==> config.mk <==
export PLATFORM = sky130hd
export DESIGN_NAME = alu_share_ctrl
export DESIGN_NICKNAME = d
export VERILOG_FILES = /design/src/rtl/alu_pkg.sv /design/src/rtl/alu_datapath.sv /design/src/rtl/alu_share_ctrl.sv
export SDC_FILE = /design/constraint.sdc
export NUM_CORES = 1
export LEC_CHECK = 0
export ABC_AREA = 1
export BUFFER_PORTS_ARGS = -buffer_cell sky130_fd_sc_hd__clkbuf_2
export CORE_MARGIN = 2
export CORE_UTILIZATION = 46
export CTS_CLUSTER_SIZE = 10
export DETAILED_ROUTE_END_ITERATION = 8
export PLACE_DENSITY = 0.71
export SLEW_MARGIN = 20
export SYNTH_ARGS = -nofsm -noshare
export SYNTH_HDL_FRONTEND = slang
export SYNTH_SLANG_ARGS = --single-unit
==> constraint.sdc <==
create_clock -name clk -period 9.2 [get_ports clk]
set_input_delay 1.38 -clock clk [delete_from_list [all_inputs] [get_ports clk]]
set_output_delay 1.38 -clock clk [all_outputs]
set_load 0.05 [all_outputs]
==> src/rtl/alu_pkg.sv <==
// alu_pkg: shared definitions for the time-shared 4-bit ALU.
//   DW         - datapath width
//   OP_*       - 4-bit opcode encodings
//   state_e    - arbitration/control FSM states
package alu_pkg;
  localparam int DW = 4;

  localparam logic [3:0] OP_OR_RED  = 4'd0;
  localparam logic [3:0] OP_AND_RED = 4'd1;
  localparam logic [3:0] OP_XOR_RED = 4'd2;
  localparam logic [3:0] OP_LNOT    = 4'd3;
  localparam logic [3:0] OP_ADD     = 4'd4;
  localparam logic [3:0] OP_MINUS   = 4'd5;
  localparam logic [3:0] OP_MUL     = 4'd6;
  localparam logic [3:0] OP_SHR     = 4'd7;
  localparam logic [3:0] OP_SHL     = 4'd8;
  localparam logic [3:0] OP_EQ      = 4'd9;
  localparam logic [3:0] OP_GT      = 4'd10;
  localparam logic [3:0] OP_LT      = 4'd11;
  localparam logic [3:0] OP_OR      = 4'd12;
  localparam logic [3:0] OP_AND     = 4'd13;
  localparam logic [3:0] OP_XOR     = 4'd14;
  localparam logic [3:0] OP_NOT_OP  = 4'd15;

  typedef enum logic [1:0] {
    ST_IDLE = 2'd0,
    ST_EXEC = 2'd1,
    ST_RESP = 2'd2
  } state_e;
endpackage

==> src/rtl/alu_datapath.sv <==
// alu_datapath: purely combinational 4-bit ALU.
//   opcode, a, b : operation and operands
//   x, y         : result low / high nibble (every opcode fully defined)
module alu_datapath
  import alu_pkg::*;
(
  input  logic [DW-1:0] opcode,
  input  logic [DW-1:0] a,
  input  logic [DW-1:0] b,
  output logic [DW-1:0] x,
  output logic [DW-1:0] y
);
  logic [7:0] a8, b8, res;
  logic [4:0] sum;

  assign a8  = {4'b0, a};
  assign b8  = {4'b0, b};
  assign sum = {1'b0, a} + {1'b0, b};

  always_comb begin
    res = '0;
    case (opcode)
      OP_OR_RED:  res = {7'b0, |a};
      OP_AND_RED: res = {7'b0, &a};
      OP_XOR_RED: res = {7'b0, ^a};
      OP_LNOT:    res = {7'b0, ~|a};
      OP_ADD:     res = {3'b0, sum};
      OP_MINUS:   res = {4'b0, a - b};
      OP_MUL:     res = a8 * b8;
      OP_SHR:     res = a8 >> b;
      // 8-bit shift: amounts of 8 and above naturally yield zero
      OP_SHL:     res = a8 << b;
      OP_EQ:      res = {7'b0, a == b};
      OP_GT:      res = {7'b0, a > b};
      OP_LT:      res = {7'b0, a < b};
      OP_OR:      res = {4'b0, a | b};
      OP_AND:     res = {4'b0, a & b};
      OP_XOR:     res = {4'b0, a ^ b};
      OP_NOT_OP:  res = {4'b0, ~a};
      default:    res = '0;
    endcase
  end

  assign x = res[3:0];
  assign y = res[7:4];
endmodule

==> src/rtl/alu_share_ctrl.sv <==
// alu_share_ctrl: round-robin time-sharing of one ALU among NREQ requesters.
//   clk, rst_n                      : clock, async active-low reset
//   req_valid/req_ready             : per-requester request handshake
//   req_opcode/req_a/req_b          : flattened 4-bit fields, requester i at [4i+3:4i]
//   rsp_valid/rsp_ready             : one-hot response handshake (owner only)
//   rsp_x/rsp_y                     : registered result nibbles
//   busy                            : FSM outside IDLE
//   op_count                        : completed responses, wrapping
module alu_share_ctrl
  import alu_pkg::*;
#(
  parameter int NREQ  = 2,
  parameter int CNT_W = 16
) (
  input  logic                 clk,
  input  logic                 rst_n,
  input  logic [NREQ-1:0]      req_valid,
  output logic [NREQ-1:0]      req_ready,
  input  logic [4*NREQ-1:0]    req_opcode,
  input  logic [4*NREQ-1:0]    req_a,
  input  logic [4*NREQ-1:0]    req_b,
  output logic [NREQ-1:0]      rsp_valid,
  input  logic [NREQ-1:0]      rsp_ready,
  output logic [3:0]           rsp_x,
  output logic [3:0]           rsp_y,
  output logic                 busy,
  output logic [CNT_W-1:0]     op_count
);
  localparam int IW = (NREQ > 1) ? $clog2(NREQ) : 1;

  state_e          state_q;
  logic [IW-1:0]   rr_q, gnt_q, gnt_d;
  logic            gnt_vld;
  logic [3:0]      op_q, a_q, b_q, x_q, y_q, alu_x, alu_y;
  logic [NREQ-1:0] rsp_valid_q;
  logic [CNT_W-1:0] cnt_q;

  // First valid requester at or after rr_q, wrapping. Scanning from the
  // farthest offset down lets the nearest one win.
  always_comb begin
    gnt_d   = '0;
    gnt_vld = 1'b0;
    for (int k = NREQ - 1; k >= 0; k--) begin
      int idx;
      idx = int'(rr_q) + k;
      if (idx >= NREQ) idx = idx - NREQ;
      if (req_valid[idx]) begin
        gnt_d   = IW'(idx);
        gnt_vld = 1'b1;
      end
    end
  end

  always_comb begin
    req_ready = '0;
    if (state_q == ST_IDLE && gnt_vld) req_ready[gnt_d] = 1'b1;
  end

  alu_datapath u_dp (
    .opcode (op_q),
    .a      (a_q),
    .b      (b_q),
    .x      (alu_x),
    .y      (alu_y)
  );

  always_ff @(posedge clk or negedge rst_n) begin
    if (!rst_n) begin
      state_q     <= ST_IDLE;
      rr_q        <= '0;
      gnt_q       <= '0;
      op_q        <= '0;
      a_q         <= '0;
      b_q         <= '0;
      x_q         <= '0;
      y_q         <= '0;
      rsp_valid_q <= '0;
      cnt_q       <= '0;
    end else begin
      case (state_q)
        ST_IDLE: if (gnt_vld) begin
          gnt_q   <= gnt_d;
          op_q    <= req_opcode[{gnt_d, 2'b00} +: 4];
          a_q     <= req_a[{gnt_d, 2'b00} +: 4];
          b_q     <= req_b[{gnt_d, 2'b00} +: 4];
          state_q <= ST_EXEC;
        end
        ST_EXEC: begin
          x_q                <= alu_x;
          y_q                <= alu_y;
          rsp_valid_q        <= '0;
          rsp_valid_q[gnt_q] <= 1'b1;
          state_q            <= ST_RESP;
        end
        ST_RESP: if (rsp_ready[gnt_q]) begin
          rsp_valid_q <= '0;
          cnt_q       <= cnt_q + 1'b1;
          rr_q        <= (gnt_q == IW'(NREQ - 1)) ? '0 : gnt_q + 1'b1;
          state_q     <= ST_IDLE;
        end
        default: state_q <= ST_IDLE;
      endcase
    end
  end

  assign rsp_valid = rsp_valid_q;
  assign rsp_x     = x_q;
  assign rsp_y     = y_q;
  assign busy      = (state_q != ST_IDLE);
  assign op_count  = cnt_q;
endmodule

==> results of run 1 <==
## state kept, by name, summed over array words and instances (netlist names)
| signal | cells |
|---|---|
| a_q | 4 |
| op_q | 4 |
| state_q | 2 |
| rsp_y | 4 |
| rsp_valid | 2 |
| gnt_q | 1 |
| b_q | 4 |
| op_count | 16 |
| rsp_x | 4 |
| rr_q | 1 |
## worst register-to-register path, delay by kind of cell, from the launching register on
family | cells | cell delay (ns)
buffers and inverters | 3 | 0.20
and+or+nand+nor | 8 | 0.80
adders and majority gates | 3 | 1.44
DFF | 1 | 0.71
AOI/OAI and AO/OA | 1 | 0.06
## through the flow
| step | instance area (sq um) | power (uW) | hold slack (ns) | worst slack [ns] | cells |
|---|---|---|---|---|---|
| final | 3880 | 1330 | 0.469 | 5.39 | 651 |
| after global routing | 3880 | 1480 | 0.495 | 5.31 | 651 |
| after CTS | 3880 | 1330 | 0.479 | 5.39 | 651 |
| after detailed placement | 3790 | 1210 | 0.465 | 5.40 | 643 |
| after global placement | 3790 | 1190 | 0.459 | 5.46 | 643 |
| after floorplan | 3420 | 988 | 0.440 | 5.85 | 495 |
## report_power, final
| group | switching (uW) | internal [uW] |
|---|---|---|
| Clock | 61.0 | 60.6 |
| Combinational | 593 | 266 |
| Sequential | 105 | 249 |
## synthesized netlist by cell type
cell,count
buf_2,4
a31oi_1,1
dfrtp_1,42
xnor2_1,3
nand2_2,1
ha_1,30
or2_2,1
o211ai_1,15
o21a_1,3
a211oi_1,1
nor2_2,3
o21ai_0,20
nor3_2,1
fa_1,6
inv_2,3
a21oi_1,14
inv_1,63
nand2_1,167
or2_4,1
nand4_1,9
nor2_4,2
clkbuf_1,4
buf_4,1
xor2_1,10
nand3_1,31
o21bai_1,1
nor2_1,47
o21ai_1,3
clkinv_1,1
nor3_1,7
## final timing paths
path                       cells after the start  slack, ns      endpoint          from
max                                            6       5.39  req_ready[0]  req_valid[1]
min                                            1       0.47  rsp_valid[0]         gnt_q
max reg2reg                                   15       5.89      rsp_y[2]        b_q[1]
min reg2reg                                    1       0.47  rsp_valid[0]         gnt_q
max in group asynchronous                      1       7.41    state_q[0]         rst_n
min in group asynchronous                      1       1.21   op_count[8]         rst_n
## metal layers
layer | track usage [%] | routed length (um) | vias up
li1 | - | - | 1689
met1 | 31.0 | 4210 | 1479
met2 | 38.4 | 4000 | 103
met3 | 4.19 | 427 | 13
met4 | 6.54 | 121 | 0
met5 | 0 | 0 | -
## final cells by class
| cell class | instances | share of cell area (%) |
|---|---|---|
| multi-input cells | 377 | 53.4 |
| flip-flops and latches | 42 | 27.1 |
| repair buffers | 58 | 7.48 |
| inverters | 67 | 6.48 |
| well taps | 99 | 3.19 |
| clock buffers | 7 | 2.22 |
| clock inverters | 1 | 0.129 |
## cell families (layout without fill, tap and decap cells)
family                   count (synthesis)  after routing  share of synthesized area (%)
AO/OA/AOI/OAI                           58             58                           9.99
XOR/XNOR                                13             13                           3.33
adder cells (fa/ha/maj)                 36             36                           14.5
buffers and inverters                   76            133                           8.60
flip-flops                              42             42                           30.7
AND/OR/NAND/NOR                        270            270                           32.8
==> flow_summary.ini, run 1 <==
[cts]
cts_repair_resize_count = 0
cts_setup_buffers = 0
cts_buffers = 5
htreeDepth = 2
cts.sinks = 42
clkLatencyLatePin_ns = 0.29
path_clk_slew_ns = 0.07
cts_hold_buf = 0
cts.path.max_buffers = 2
cts_tree = yes
cts_root_buf = clkbuf_8

[logic_synthesis]
synth_top_area_share_pct = 30.7
synth_top_area_cell = dfrtp_1
ys_ff_latch = 42
syn_avg_cell_area_sq_um = 6.91
synth_area_sq_um = 3420
synth.distinct_cells = 30
syn_inst = 495
synth_warnings = 0
synth_nets = 561
synth_area_leaders = dfrtp_1 31%, nand2_1 18%, ha_1 11%
yosysSeqAreaShare_pct = 30.7

[die]
dieArea_sq_um = 8140
die-width_um = 90.2
rows = 31
ioPinCount = 59
coreArea_sq_um = 7210
die_h_um = 90.2
start_util_pct = 47.4

[setup_path]
crit_fanout = 15
start_kind = primary input
cp-end-kind = output pin
crit_path_top_delay_cell = clkbuf_2
crit_arrival_ns = 2.43
timing.setup.critical_path_class = primary input to output pin
path_cells = clkbuf_2 > nor2_1 > nor2_4 > nand2_1 > inv_2 > clkbuf_2
slowest_delay_ns = 0.31
cp.required_ns = 7.82
cpMostUsedCell = clkbuf_2
cpLargestDelayFamily = buffers and inverters
crit_buf_inv = 3

[final_layout]
area_growth_pct = 13.5
final_layout_size_suffix_gt1_share_pct = 13.9
final_common_cell = nand2_1
final_cell_mix = 167 x nand2_1, 63 x inv_1, 57 x clkbuf_2
multi_input_area_sq_um = 2070
register_area_sq_um = 1050
final_core_util_pct = 53.8
diodes = 0
fin_nets = 617
fill_cells = 743

[place]
dp_hpwl_um = 6960
gp_congestion = 0.905
portBuffers = 58

[global_routing]
grt_usage_pct = 23.1
grt.overflow.total = 0
grt_pass1_vias = 3337
grt_start_max_net_pins = 43
grt_pass1_wl_um = 15500
antenna_found_initial = 0

[sta]
finalHoldViolCount = 0
finalCritPeriodShare_pct = 41.4
max_slew_margin_pct = 39.3
worst_pin_slew_ns = 0.910
setup_tns_ns = 0
clock.fmax_mhz = 263
fin_crit_ns = 3.81
setup_viol = 0
rsz0062_at_grt = false
fin_skew_ns = 0.00335
slew_viol_final = 0

[routing]
wl_um = 8760
route.detailed.drc = 0
via_count = 3284
viasPerCell = 5.04
wl_per_cell_um = 13.5
first_pass_iters = 4
drt_iter0_drc = 236
ant_nets = 0

[worst_hold_path]
hold_path_class = flop to flop

[run]
maxCapViolations = 0

[run_status]
outcome = complete, no violations

[power]
ir_worst_vdd_uv = 244
powerDensity_nw_per_um2 = 344
p_leak_uw = 0.00213
Power figures use the tool's default switching activity.
==> run 2: changes to the inputs <==
- PLACE_DENSITY: 0.71 -> 0.73
- clock period: 9.2 -> 3.3 ns (I/O delays scaled with it)
==> flow_summary.ini, run 2 (synthesis gave the netlist of run 1 again) <==
[run_status]
outcome = complete, no violations

[global_routing]
grt_start_max_net_pins = 43
antenna_found_initial = 0
grt_pass1_vias = 3179
grt_usage_pct = 22.8
grt.overflow.total = 0
grt_pass1_wl_um = 15200

[die]
dieArea_sq_um = 8140
start_util_pct = 47.4
ioPinCount = 59
die-width_um = 90.2
coreArea_sq_um = 7210
die_h_um = 90.2
rows = 31

[final_layout]
final_core_util_pct = 54.7
largest_register_ffs = 16
diodes = 0
final_layout_size_suffix_gt1_share_pct = 15.1
final_cell_mix = 167 x nand2_1, 63 x inv_1, 57 x clkbuf_2
area_growth_pct = 15.4
layout.cells.non_filler = 657
final_common_cell = nand2_1
fin_nets = 623

[setup_path]
timing.rr.end = rsp_y[2]
cp-end-kind = flop
crit_fanout = 6
reg2reg_depth = 15
crit_arrival_ns = 3.24
slowest_delay_ns = 0.55
crit-reg2reg-launch = b_q[3]
path_cells = nand2_1 > fa_1 > inv_1 > fa_1 > inv_1 > fa_1 > inv_1 > nand2_1 > nand2_1 > a21oi_1 > or2_2 > nand3_1 > nand2_1 > nand2_1 > nand2_1
crit_path_top_delay_cell = fa_1
timing.setup.critical_path_class = flop to flop
cpMostUsedCell = nand2_1
crit_path_start = b_q[3]
start_kind = flop
reg2reg_slack_ns = 0.26
cp.required_ns = 3.50

[power]
p_leak_uw = 0.00216
ir_worst_vdd_uv = 397
p_sw_uw = 2110
powerDensity_nw_per_um2 = 968
p_clk_share_pct = 10.9
p_int_uw = 1710
pwr-share-comb_pct = 65.8
power_frac_seq_pct = 23.4
sw_frac_of_total_pct = 55.3

[place]
portBuffers = 58
dp_hpwl_um = 7230
placed_cells_incl_taps = 649
gp_congestion = 0.945
dp_slack_ns = 0.255

[sta]
finalHoldViolCount = 0
slew_viol_final = 0
setup_viol = 0
fin_skew_ns = 0.00695
worst_pin_slew_ns = 0.901
clock.fmax_mhz = 329
finalCritPeriodShare_pct = 92.1
setup_slack_ns = 0.259
setup_tns_ns = 0
max_slew_margin_pct = 39.9
fin_crit_ns = 3.04
rsz0062_at_grt = false

[run]
maxCapViolations = 0

[cts]
htreeDepth = 2
cts_repair_resize_count = 0
clkLatencyLatePin_ns = 0.30
cts_setup_buffers = 0
cts_root_buf = clkbuf_8
cts_hold_buf = 0
cts_buffers = 5
cts.sinks = 42
path_clk_slew_ns = 0.09
cts_tree = yes
cts.path.max_buffers = 2

[worst_hold_path]
hold_path_class = primary input to async pin

[routing]
wl_per_cell_um = 13.4
via_count = 3316
first_pass_iters = 4
drt_iter0_drc = 167
wl_um = 8830
ant_nets = 0
viasPerCell = 5.05
route.detailed.drc = 0
-- run 2: cell type report --
type                    instances  area, sq um
repair buffers                 64          335
inverters                      67          251
clock inverters                 2         37.5
fillers                       746         3270
multi-input cells             377         2070
well taps                      99          124
clock buffers                   6         72.6
flip-flops and latches         42         1050
-- run 2: stage by stage --
stage / total power, uW / cell area, sq um / hold slack [ns]
2_1_floorplan: 2750 / 3420 / 0.199
3_3_place_gp: 3360 / 3830 / 0.460
3_5_place_dp: 3390 / 3830 / 0.468
4_1_cts: 3830 / 3950 / 0.393
5_1_grt: 4220 / 3950 / 0.399
6_report: 3820 / 3950 / 0.313
-- run 2: worst max path at each step --
stage / end / slack [ns] / cells after the start
2_1_floorplan: rsp_y[2] / 0.18 / 16
3_3_place_gp: rsp_y[2] / 0.34 / 15
5_1_grt: rsp_y[2] / 0.02 / 15
4_1_cts: rsp_y[2] / 0.24 / 15
6_report: rsp_y[2] / 0.26 / 15
3_5_place_dp: rsp_y[2] / 0.25 / 15
-- run 2: worst max-delay path, delay by kind of cell, from the launching register on --
family / cells / cell delay [ns]
AOI/OAI and AO/OA: 1 / 0.07
adders and majority gates: 3 / 1.49
buffers and inverters: 3 / 0.21
and+or+nand+nor: 8 / 0.73
DFF: 1 / 0.43
-- run 2: power groups by stage --
stage / logic [uW] / clock network (uW) / registers (uW)
6_report: 2510 / 416 / 892
5_1_grt: 2840 / 445 / 926
4_1_cts: 2510 / 427 / 891
3_5_place_dp: 2490 / 0 / 901
3_3_place_gp: 2470 / 0 / 890
2_1_floorplan: 1580 / 0 / 1170
-- run 2: layer usage --
layer | up-vias | track usage [%] | part of all wire [%] | wire length (um)
li1 | 1703 | - | - | -
met1 | 1495 | 30.4 | 47 | 4120
met2 | 100 | 38.3 | 46 | 4060
met3 | 18 | 3.86 | 5.2 | 461
met4 | 0 | 6.41 | 2.1 | 189
met5 | - | 0 | 0 | 0
